### config.mk
export PLATFORM = sky130hd
export DESIGN_NAME = wb_uart_tx8_flat
export DESIGN_NICKNAME = d
export VERILOG_FILES = /design/src/rtl/wb_uart_tx8_if.sv /design/src/rtl/wb_uart_tx8.sv /design/src/flat_wrapper.sv
export SDC_FILE = /design/constraint.sdc
export NUM_CORES = 1
export LEC_CHECK = 0
export ABC_AREA = 1
export ABC_CLOCK_PERIOD_IN_PS = 2400
export BUFFER_PORTS_ARGS = -buffer_cell sky130_fd_sc_hd__buf_2
export CORE_UTILIZATION = 55
export CTS_CLUSTER_DIAMETER = 40
export DETAILED_ROUTE_END_ITERATION = 8
export PLACE_DENSITY = 0.77
export SLEW_MARGIN = 25
export SYNTH_ARGS = -nofsm -noshare
export SYNTH_HDL_FRONTEND = slang
export SYNTH_SLANG_ARGS = --single-unit
### constraint.sdc
create_clock -name wb_clk_i -period 2.4 [get_ports wb_clk_i]
set_input_delay 0 -clock wb_clk_i [delete_from_list [all_inputs] [get_ports wb_clk_i]]
set_output_delay 0 -clock wb_clk_i [all_outputs]
set_load 0.005 [all_outputs]
### src/rtl/wb_uart_tx8_if.sv
// Wishbone B3 8-bit slave bus bundle for the transmit UART.
// Signal names keep the slave-side _i/_o suffixes of the SoC port.
interface wb_uart_tx8_if;
  logic [2:0] wb_adr_i;
  logic [7:0] wb_dat_i;
  logic       wb_we_i;
  logic       wb_cyc_i;
  logic       wb_stb_i;
  logic [2:0] wb_cti_i;
  logic [1:0] wb_bte_i;
  logic [7:0] wb_dat_o;
  logic       wb_ack_o;
  logic       wb_err_o;
  logic       wb_rty_o;

  modport master (
    output wb_adr_i, wb_dat_i, wb_we_i,
    output wb_cyc_i, wb_stb_i,
    output wb_cti_i, wb_bte_i,
    input  wb_dat_o, wb_ack_o,
    input  wb_err_o, wb_rty_o
  );

  modport slave (
    input  wb_adr_i, wb_dat_i, wb_we_i,
    input  wb_cyc_i, wb_stb_i,
    input  wb_cti_i, wb_bte_i,
    output wb_dat_o, wb_ack_o,
    output wb_err_o, wb_rty_o
  );
endinterface

### src/rtl/wb_uart_tx8.sv
// 8-bit Wishbone transmit-only UART: THR FIFO, IER/LSR/SCR,
// 8N1 serializer and THR-empty interrupt.
module wb_uart_tx8 #(
  parameter int CLK_DIV         = 16,
  parameter int FIFO_DEPTH_LOG2 = 4
) (
  input  logic          wb_clk_i,
  input  logic          wb_rst_n_i,
  wb_uart_tx8_if.slave  wb,
  output logic          tx_o,
  output logic          irq_o
);

  localparam int AW    = FIFO_DEPTH_LOG2;
  localparam int DEPTH = 1 << AW;
  localparam logic [15:0] DIV_M1 = 16'(CLK_DIV - 1);

  typedef enum logic [1:0] {
    IDLE,
    START,
    DATA,
    STOP
  } state_e;

  logic [7:0]  mem_q [DEPTH];
  logic [AW:0] wptr_q, wptr_d;
  logic [AW:0] rptr_q, rptr_d;

  state_e      state_q, state_d;
  logic [15:0] cnt_q, cnt_d;
  logic [2:0]  idx_q, idx_d;
  logic [7:0]  shift_q, shift_d;
  logic        tx_q, tx_d;
  logic        irq_q, irq_d;

  logic        ack_q, ack_d;
  logic [7:0]  dat_q, dat_d;
  logic        ier_q, ier_d;
  logic [7:0]  scr_q, scr_d;

  logic        empty;
  logic        full;
  logic        req;
  logic        thr_wr;
  logic        acc;
  logic        push;
  logic        pop;
  logic [7:0]  rd_val;
  logic        unused_bus;

  assign unused_bus = ^{wb.wb_cti_i, wb.wb_bte_i};

  assign empty = (wptr_q == rptr_q);
  assign full  = (wptr_q[AW] != rptr_q[AW]) &&
                 (wptr_q[AW-1:0] == rptr_q[AW-1:0]);

  assign pop    = (state_q == IDLE) && !empty;
  assign req    = wb.wb_cyc_i & wb.wb_stb_i & ~ack_q;
  assign thr_wr = req & wb.wb_we_i & (wb.wb_adr_i == 3'd0);
  // A full FIFO stalls the THR write unless the serializer frees a slot now.
  assign acc    = req & ~(thr_wr & full & ~pop);
  assign push   = acc & thr_wr;

  always_comb begin
    rd_val = 8'h00;
    unique case (wb.wb_adr_i)
      3'd1:    rd_val = {6'b0, ier_q, 1'b0};
      3'd5:    rd_val = {1'b0, empty & (state_q == IDLE),
                         empty, 5'b0};
      3'd7:    rd_val = scr_q;
      default: rd_val = 8'h00;
    endcase
  end

  always_comb begin
    ack_d  = acc;
    dat_d  = acc ? rd_val : 8'h00;
    ier_d  = ier_q;
    scr_d  = scr_q;
    if (acc && wb.wb_we_i && wb.wb_adr_i == 3'd1)
      ier_d = wb.wb_dat_i[1];
    if (acc && wb.wb_we_i && wb.wb_adr_i == 3'd7)
      scr_d = wb.wb_dat_i;
    wptr_d = wptr_q + {{AW{1'b0}}, push};
    rptr_d = rptr_q + {{AW{1'b0}}, pop};
    irq_d  = ier_q & empty;
  end

  always_comb begin
    state_d = state_q;
    cnt_d   = cnt_q;
    idx_d   = idx_q;
    shift_d = shift_q;
    unique case (state_q)
      IDLE: begin
        if (!empty) begin
          shift_d = mem_q[rptr_q[AW-1:0]];
          cnt_d   = DIV_M1;
          state_d = START;
        end
      end
      START: begin
        if (cnt_q == 16'd0) begin
          cnt_d   = DIV_M1;
          idx_d   = 3'd0;
          state_d = DATA;
        end else begin
          cnt_d = cnt_q - 16'd1;
        end
      end
      DATA: begin
        if (cnt_q == 16'd0) begin
          cnt_d   = DIV_M1;
          shift_d = {1'b0, shift_q[7:1]};
          if (idx_q == 3'd7)
            state_d = STOP;
          else
            idx_d = idx_q + 3'd1;
        end else begin
          cnt_d = cnt_q - 16'd1;
        end
      end
      STOP: begin
        if (cnt_q == 16'd0)
          state_d = IDLE;
        else
          cnt_d = cnt_q - 16'd1;
      end
      default: state_d = IDLE;
    endcase
  end

  // Line level follows the state one cycle later, so tx_o is glitch-free.
  always_comb begin
    tx_d = 1'b1;
    unique case (state_q)
      START:   tx_d = 1'b0;
      DATA:    tx_d = shift_q[0];
      default: tx_d = 1'b1;
    endcase
  end

  always_ff @(posedge wb_clk_i) begin
    if (push)
      mem_q[wptr_q[AW-1:0]] <= wb.wb_dat_i;
  end

  always_ff @(posedge wb_clk_i) begin
    if (!wb_rst_n_i) begin
      wptr_q  <= '0;
      rptr_q  <= '0;
      state_q <= IDLE;
      cnt_q   <= 16'd0;
      idx_q   <= 3'd0;
      shift_q <= 8'h00;
      tx_q    <= 1'b1;
      irq_q   <= 1'b0;
      ack_q   <= 1'b0;
      dat_q   <= 8'h00;
      ier_q   <= 1'b0;
      scr_q   <= 8'h00;
    end else begin
      wptr_q  <= wptr_d;
      rptr_q  <= rptr_d;
      state_q <= state_d;
      cnt_q   <= cnt_d;
      idx_q   <= idx_d;
      shift_q <= shift_d;
      tx_q    <= tx_d;
      irq_q   <= irq_d;
      ack_q   <= ack_d;
      dat_q   <= dat_d;
      ier_q   <= ier_d;
      scr_q   <= scr_d;
    end
  end

  assign wb.wb_ack_o = ack_q;
  assign wb.wb_dat_o = dat_q;
  assign wb.wb_err_o = 1'b0;
  assign wb.wb_rty_o = 1'b0;
  assign tx_o        = tx_q;
  assign irq_o       = irq_q;

endmodule

### src/flat_wrapper.sv
// flat-port wrapper written by rule: the top's interface ports become plain ports
module wb_uart_tx8_flat 
#(
  parameter int CLK_DIV         = 16,
  parameter int FIFO_DEPTH_LOG2 = 4
)
  (wb_clk_i, wb_rst_n_i, tx_o, irq_o, wb_wb_adr_i, wb_wb_dat_i, wb_wb_we_i, wb_wb_cyc_i, wb_wb_stb_i, wb_wb_cti_i, wb_wb_bte_i, wb_wb_dat_o, wb_wb_ack_o, wb_wb_err_o, wb_wb_rty_o);
  wb_uart_tx8_if wb_i ();
  input  logic wb_clk_i;
  input  logic wb_rst_n_i;
  output logic tx_o;
  output logic irq_o;
  input wire logic [$bits(wb_i.wb_adr_i)-1:0] wb_wb_adr_i;
  input wire logic [$bits(wb_i.wb_dat_i)-1:0] wb_wb_dat_i;
  input wire logic [$bits(wb_i.wb_we_i)-1:0] wb_wb_we_i;
  input wire logic [$bits(wb_i.wb_cyc_i)-1:0] wb_wb_cyc_i;
  input wire logic [$bits(wb_i.wb_stb_i)-1:0] wb_wb_stb_i;
  input wire logic [$bits(wb_i.wb_cti_i)-1:0] wb_wb_cti_i;
  input wire logic [$bits(wb_i.wb_bte_i)-1:0] wb_wb_bte_i;
  output wire logic [$bits(wb_i.wb_dat_o)-1:0] wb_wb_dat_o;
  output wire logic [$bits(wb_i.wb_ack_o)-1:0] wb_wb_ack_o;
  output wire logic [$bits(wb_i.wb_err_o)-1:0] wb_wb_err_o;
  output wire logic [$bits(wb_i.wb_rty_o)-1:0] wb_wb_rty_o;
  assign wb_i.wb_adr_i = wb_wb_adr_i;
  assign wb_i.wb_dat_i = wb_wb_dat_i;
  assign wb_i.wb_we_i = wb_wb_we_i;
  assign wb_i.wb_cyc_i = wb_wb_cyc_i;
  assign wb_i.wb_stb_i = wb_wb_stb_i;
  assign wb_i.wb_cti_i = wb_wb_cti_i;
  assign wb_i.wb_bte_i = wb_wb_bte_i;
  assign wb_wb_dat_o = wb_i.wb_dat_o;
  assign wb_wb_ack_o = wb_i.wb_ack_o;
  assign wb_wb_err_o = wb_i.wb_err_o;
  assign wb_wb_rty_o = wb_i.wb_rty_o;
  wb_uart_tx8 #(.CLK_DIV(CLK_DIV), .FIFO_DEPTH_LOG2(FIFO_DEPTH_LOG2)) u_core (.wb_clk_i(wb_clk_i), .wb_rst_n_i(wb_rst_n_i), .wb(wb_i), .tx_o(tx_o), .irq_o(irq_o));
endmodule
## Word-level counts from Yosys, hierarchy flattened

Memory sizes are Yosys's and may differ from the RTL's. A register that Yosys moved wholly into a read port is not among the register bits.
Cells that the tools add are included.

- Register bits after elaboration: 59
- Latch bits: 0
- Bits in writable memories: 128
- ROM bits: 0
- Output and inout bits: 13
- Memories kept: 1

Memory list:

| memory | depth | width | rd ports | clocked after memory_dff | wr ports | line | RTL |
|---|---|---|---|---|---|---|---|
| u_core.mem_q | 16 | 8 | 1 | 1 | 1 | wb_uart_tx8.sv:25 | `logic [7:0] mem_q [DEPTH];` |

- $add $sub $neg: 4
- Multiply operators: 0
- Divide/modulo/power cells: 0
- Magnitude comparators: 0
- Equal/unequal tests: 17
- Shift-type cells: 0
- Mux-type cells: 22
- Bitwise operators: 13
- Reduce and logical (&&, ||, !) cells: 17

Operator list:

| cell | number |
|---|---|
| 16-bit two-way mux | 3 |
| 16-bit one-hot mux with 3 select lines | 1 |
| 8-bit one-hot mux with 3 select lines | 1 |
| 16-bit zero test | 1 |
| 8-bit two-way mux | 2 |
| 8-bit one-hot mux with 2 select lines | 1 |
| 16-bit by 1-bit subtractor with 16-bit output (second input constant) | 1 |
| 5-bit by 1-bit adder with 5-bit output | 2 |
| 1-bit AND | 10 |
| 2-bit two-way mux | 5 |
| 3-bit equality test (second input constant) | 3 |
| 3-bit two-way mux | 3 |
| 2-bit by 1-bit != test with 1-bit output (second input constant) | 4 |
| 2-bit one-hot mux with 4 select lines | 1 |
| 2-bit != test (second input constant) | 3 |
| 3-bit one-hot mux with 2 select lines | 1 |
| 5-bit equality test | 1 |
| 1-bit logical AND | 5 |
| 5-bit AND reduction | 1 |
| 2-bit equality test (second input constant) | 2 |
| 4-bit equality test | 1 |
| 4-bit two-way mux | 1 |
| 2-bit AND reduction | 2 |
| 4-bit AND reduction | 1 |
| other kinds (13) | 17 |

## Depth between registers and ports, before layout

- Depth in word-level cells: 11
- Mapped depth: 13
- Depth with buffers taken out: 12

## Worst setup path before layout

No wires, ideal clock.

- Kind: register to register
- Start point: register u_core.rptr_q[1]
- End point: memory u_core.mem_q[0][0] (enable)
- Data arrival time: 1.570 ns
- Data required time: 2.030 ns
- Slack: 0.460 ns
- Stages on the path, launching flop included: 11
- Period minus slack after synthesis: 1.940 ns
- Path through: dfxtp_1 buf_4 inv_2 nand2_1 nand2_1 nor2_2 nand2_1 nor2_2 nor3_2 nand3_1 nor2_1

- Cells in the longest elaborated chain, start to end: 10
- Elaborated cells between the ends (all ways): 13
- Classes of those cells: eq/ne: 2; mux: 2; bitwise: 6; reduce/logical: 3

Ends and longest elaborated chain:

| item | line | RTL |
|---|---|---|
| start: declaration | wb_uart_tx8.sv:27 | `logic [AW:0] rptr_q, rptr_d;` |
| start signal: assignment | wb_uart_tx8.sv:164 | `rptr_q <= rptr_d;` |
| 5-bit equality test | wb_uart_tx8.sv:53 | `assign empty = (wptr_q == rptr_q);` |
| 1-bit zero test | wb_uart_tx8.sv:57 | `assign pop = (state_q == IDLE) && !empty;` |
| 1-bit logical AND | wb_uart_tx8.sv:57 |  |
| 1-bit NOT | wb_uart_tx8.sv:61 | `assign acc = req & ~(thr_wr & full & ~pop);` |
| 1-bit AND (*) | wb_uart_tx8.sv:61 |  |
| 1-bit NOT (*) | wb_uart_tx8.sv:61 |  |
| 1-bit AND (*) | wb_uart_tx8.sv:61 |  |
| 1-bit AND (*) | wb_uart_tx8.sv:62 | `assign push = acc & thr_wr;` |
| 1-bit two-way mux (*) | wb_uart_tx8.sv:144 | `if (push)` |
| 1-bit two-way mux (not written as such) (*) | wb_uart_tx8.sv:145 | `mem_q[wptr_q[AW-1:0]] <= wb.wb_dat_i;` |
| end: declaration | wb_uart_tx8.sv:25 |  |

Mark *: on every way between the ends. The rest lies on a longest branch, timed or not.

## Worst setup path after layout

- Start point: register u_core.rptr_q[3]
- End point: register u_core.wptr_q[4]

- Cells in the longest elaborated chain, start to end: 9
- Elaborated cells between the ends (all ways): 12
- Classes of those cells: add/sub: 1; eq/ne: 2; bitwise: 6; reduce/logical: 3

Ends and longest elaborated chain:

| item | line | RTL |
|---|---|---|
| 5-bit equality test | wb_uart_tx8.sv:53 |  |
| 1-bit zero test | wb_uart_tx8.sv:57 |  |
| 1-bit logical AND | wb_uart_tx8.sv:57 |  |
| 1-bit NOT | wb_uart_tx8.sv:61 |  |
| 1-bit AND (*) | wb_uart_tx8.sv:61 |  |
| 1-bit NOT (*) | wb_uart_tx8.sv:61 |  |
| 1-bit AND (*) | wb_uart_tx8.sv:61 |  |
| 1-bit AND (*) | wb_uart_tx8.sv:62 |  |
| 5-bit by 1-bit adder with 5-bit output (*) | wb_uart_tx8.sv:84 | `wptr_d = wptr_q + {{AW{1'b0}}, push};` |
| end signal: assignment | wb_uart_tx8.sv:163 | `wptr_q <= wptr_d;` |
| end: declaration | wb_uart_tx8.sv:26 | `logic [AW:0] wptr_q, wptr_d;` |

Marked as above.
A chain may end at the register's enable or synchronous reset.

==> results.toml <==
[run_status]
outcome = "finished, violations left"
violations = "DRC"

[clocking]
cts_inserted_buffers = 17
postCtsSetupBuffers = 0
cts_tree = "built"
cts_root_buf = "clkbuf_16"
path_clk_slew_ns = 0.07
htreeDepth = 4
numClockSinks = 187
clk_path_buf_depth = 2
clk_latency_ns = 0.43

[critical_path]
cp.arrival_ns = 2.54
setup.worst_path.class = "flip-flop to flip-flop"
worstSetupEndpointType = "flip-flop"
crit_fanout = 11
worstPathRequired_ns = 2.76
startpoint_type = "flip-flop"

[timing]
fmax_mhz = 459
fin_ws_ns = 0.223
finalHoldViolCount = 0
rsz0062_at_grt = "no"
setup_tns_ns = 0
fin_crit_sh_pct = 90.7
clock_skew_ns = 0.00911
period_minus_slack_ns = 2.18
tightestPinTransition_ns = 0.664
final-max-slew-violation-count = 0
finalSetupViolCount = 0
max-slew-margin-rel_pct = 55.7

[yosys]
avgSynthCellArea_sq_um = 8.86
synth_mux_area_share_pct = 0
netlist.area_leader.share_pct = 45.7
synthXorXnorAreaFrac_pct = 0.208
yosysTopAreaCell = "edfxtp_1"
synth_common_cells = "250 x nand2_1, 131 x inv_1, 128 x edfxtp_1"
synth_cells = 949
synth_top_family_by_area = "simple AND/OR/NAND/NOR gates"
yosysSeqAreaShare_pct = 59.8
async_flop_share_pct = 0
ys_top_cells_by_area = "edfxtp_1 46%, dfxtp_1 14%, nand2_1 11%, nand3_1 6.5%, inv_1 5.8%"
ys_types = 34
synth_edf_count = 128
synth_compound_gate_area_share_pct = 4.11
syn-cell-area_sq_mm = 0.00841
yosys.area_share.simple_pct = 25.8
synthFlopType = "edfxtp_1"
synthAdderAreaFrac_pct = 1.93
synth.most_common_cell = "nand2_1"
synth_warnings = 0
ys_ff_latch = 187

[floorplan]
dieArea_sq_mm = 0.0158
initial_utilization_pct = 57.2
coreArea_sq_mm = 0.0147
pin_count = 34
die-height_um = 126
placementRows = 44
die-width_um = 126

[finish]
fillers = 1144
drive_above_1_share_pct = 10.8
design_area_sq_mm = 0.00942
antenna_cells = 0
final_nets = 1024
area_delta_synth_final_pct = 12.0
utilization_pct = 64.1
finalNonFillerCells = 1187

[pwr]
clkPwrFrac_pct = 30.3
p_seq_share_pct = 42.7
p_leak_nw = 4.10
p_comb_share_pct = 27.0
power_density_mw_per_mm2 = 935
intPower_w = 0.00588
peakVddDrop_mv = 0.598
switching_power_w = 0.00293
p_sw_share_pct = 33.3

[place]
dp_hpwl_um = 12000
gp_congestion = 0.880
dp_slack_ns = 0.223
place_area_sq_mm = 0.00879
port_buffers = 26
numPlacedInstances = 1150

[detailed_routing]
ant_nets = 0
vias_per_cell = 5.34
wl_um = 18500
wl_per_cell_um = 15.6
drt_pass1_iterations = 8
drt_iter0_drc = 524
drc = 1
num_vias = 6333

[global_route]
grt_pass1_wl_um = 30100
track_usage_pct = 25.0
first_global_vias = 6134
grt_max_degree = 65
grt_overflow = 0
antenna_found_initial = 0

[min_path]
min_path_type = "input port to flip-flop"

[flow_run]
max_cap_viol_count = 0
## sequential cells by signal, indices dropped and copies added (netlist names), 3 cells and up
signal	cells
u_core.wptr_q	5
u_core.wb.wb_dat_o	8
u_core.idx_q	3
u_core.mem_q	128
u_core.scr_q	8
u_core.rptr_q	5
u_core.cnt_q	16
u_core.shift_q	8
## stage by stage
stage / hold slack [ns] / power (W)
final: 0.0230 / 0.00881
after global routing: 0.0190 / 0.00929
after CTS: 0.00346 / 0.00880
after detailed placement: 0.356 / 0.00616
after global placement: 0.349 / 0.00610
after floorplan: 0.0989 / 0.00561
## logic make-up (layout without fill, tap and decap cells)
family,Yosys count,in the layout
adders and majority gates,13,13
and+or+nand+nor,509,509
other,1,2
buffers and inverters,174,227
DFF,187,187
xor gates and xnor gates,2,2
AOI/OAI and AO/OA,63,63
## critical path: stages (launching register included)
cell     delay [ns]
dfxtp_1        0.38
inv_1          0.17
nand2_1        0.10
nand2_1        0.06
nor2_2         0.17
nand2_1        0.09
nor2_2         0.24
nor3_4         0.10
ha_1           0.22
ha_1           0.21
nand3_1        0.11
o21ai_0        0.10
a21oi_1        0.15
## worst paths after layout
kind                                        from                     to  slack, ns  depth (start not counted)
worst max-delay path            u_core.rptr_q[3]       u_core.wptr_q[4]       0.22                         12
worst min-delay path              wb_wb_dat_i[4]     u_core.mem_q[5][4]       0.02                          1
worst max register to register  u_core.rptr_q[3]       u_core.wptr_q[4]       0.22                         12
worst min register to register   u_core.scr_q[3]  u_core.wb.wb_dat_o[3]       0.45                          2
## placed cells by master (no fill, tap or decap), types with 4 or more instances in the layout
cell / count
nand3_1: 109
o211ai_1: 5
nand2_1: 250
nor2_2: 4
o21ai_0: 23
ha_1: 13
dlygate4sd3_1: 5
a21oi_1: 27
edfxtp_1: 128
clkbuf_16: 17
inv_2: 7
buf_2: 26
inv_1: 130
or2_2: 7
nor2_1: 111
nand4_1: 9
buf_4: 25
dfxtp_1: 57
nor3_1: 11
## what timing repair did
action	in CTS	in global routing
hold buffers	4	1
gates resized for setup	0	2
endpoints found under the setup margin	0	87
endpoints found under the hold margin	13	4
## metal layers
metal	up-vias	share of wire [%]	GRT usage [%]	wire length [um]
li1	3131	-	-	-
met2	221	49	41.7	9000
met3	38	6.1	4.80	1130
met1	2943	43	32.3	7900
met5	-	0	0	0
met4	0	2.5	9.90	454
## power by group through the flow
| stage | registers [W] | clock network [W] | logic (W) |
|---|---|---|---|
| final | 0.00376 | 0.00267 | 0.00238 |
| after floorplan | 0.00379 | 0 | 0.00182 |
| after detailed placement | 0.00382 | 0 | 0.00233 |
| after global placement | 0.00382 | 0 | 0.00228 |
| after global routing | 0.00378 | 0.00281 | 0.00270 |
| after CTS | 0.00376 | 0.00269 | 0.00235 |
## cell type report
class / instances / area, sq um / share of cell area (%)
Clock buffer: 22 / 474 / 5.03
Clock inverter: 10 / 93.8 / 0.996
Inverter: 139 / 522 / 5.54
Multi-Input combinational cell: 589 / 2710 / 28.7
Sequential cell: 187 / 5030 / 53.4
Tap cell: 184 / 230 / 2.44
Timing Repair Buffer: 56 / 368 / 3.90
No activity file was read; power rests on OpenSTA's default activity.
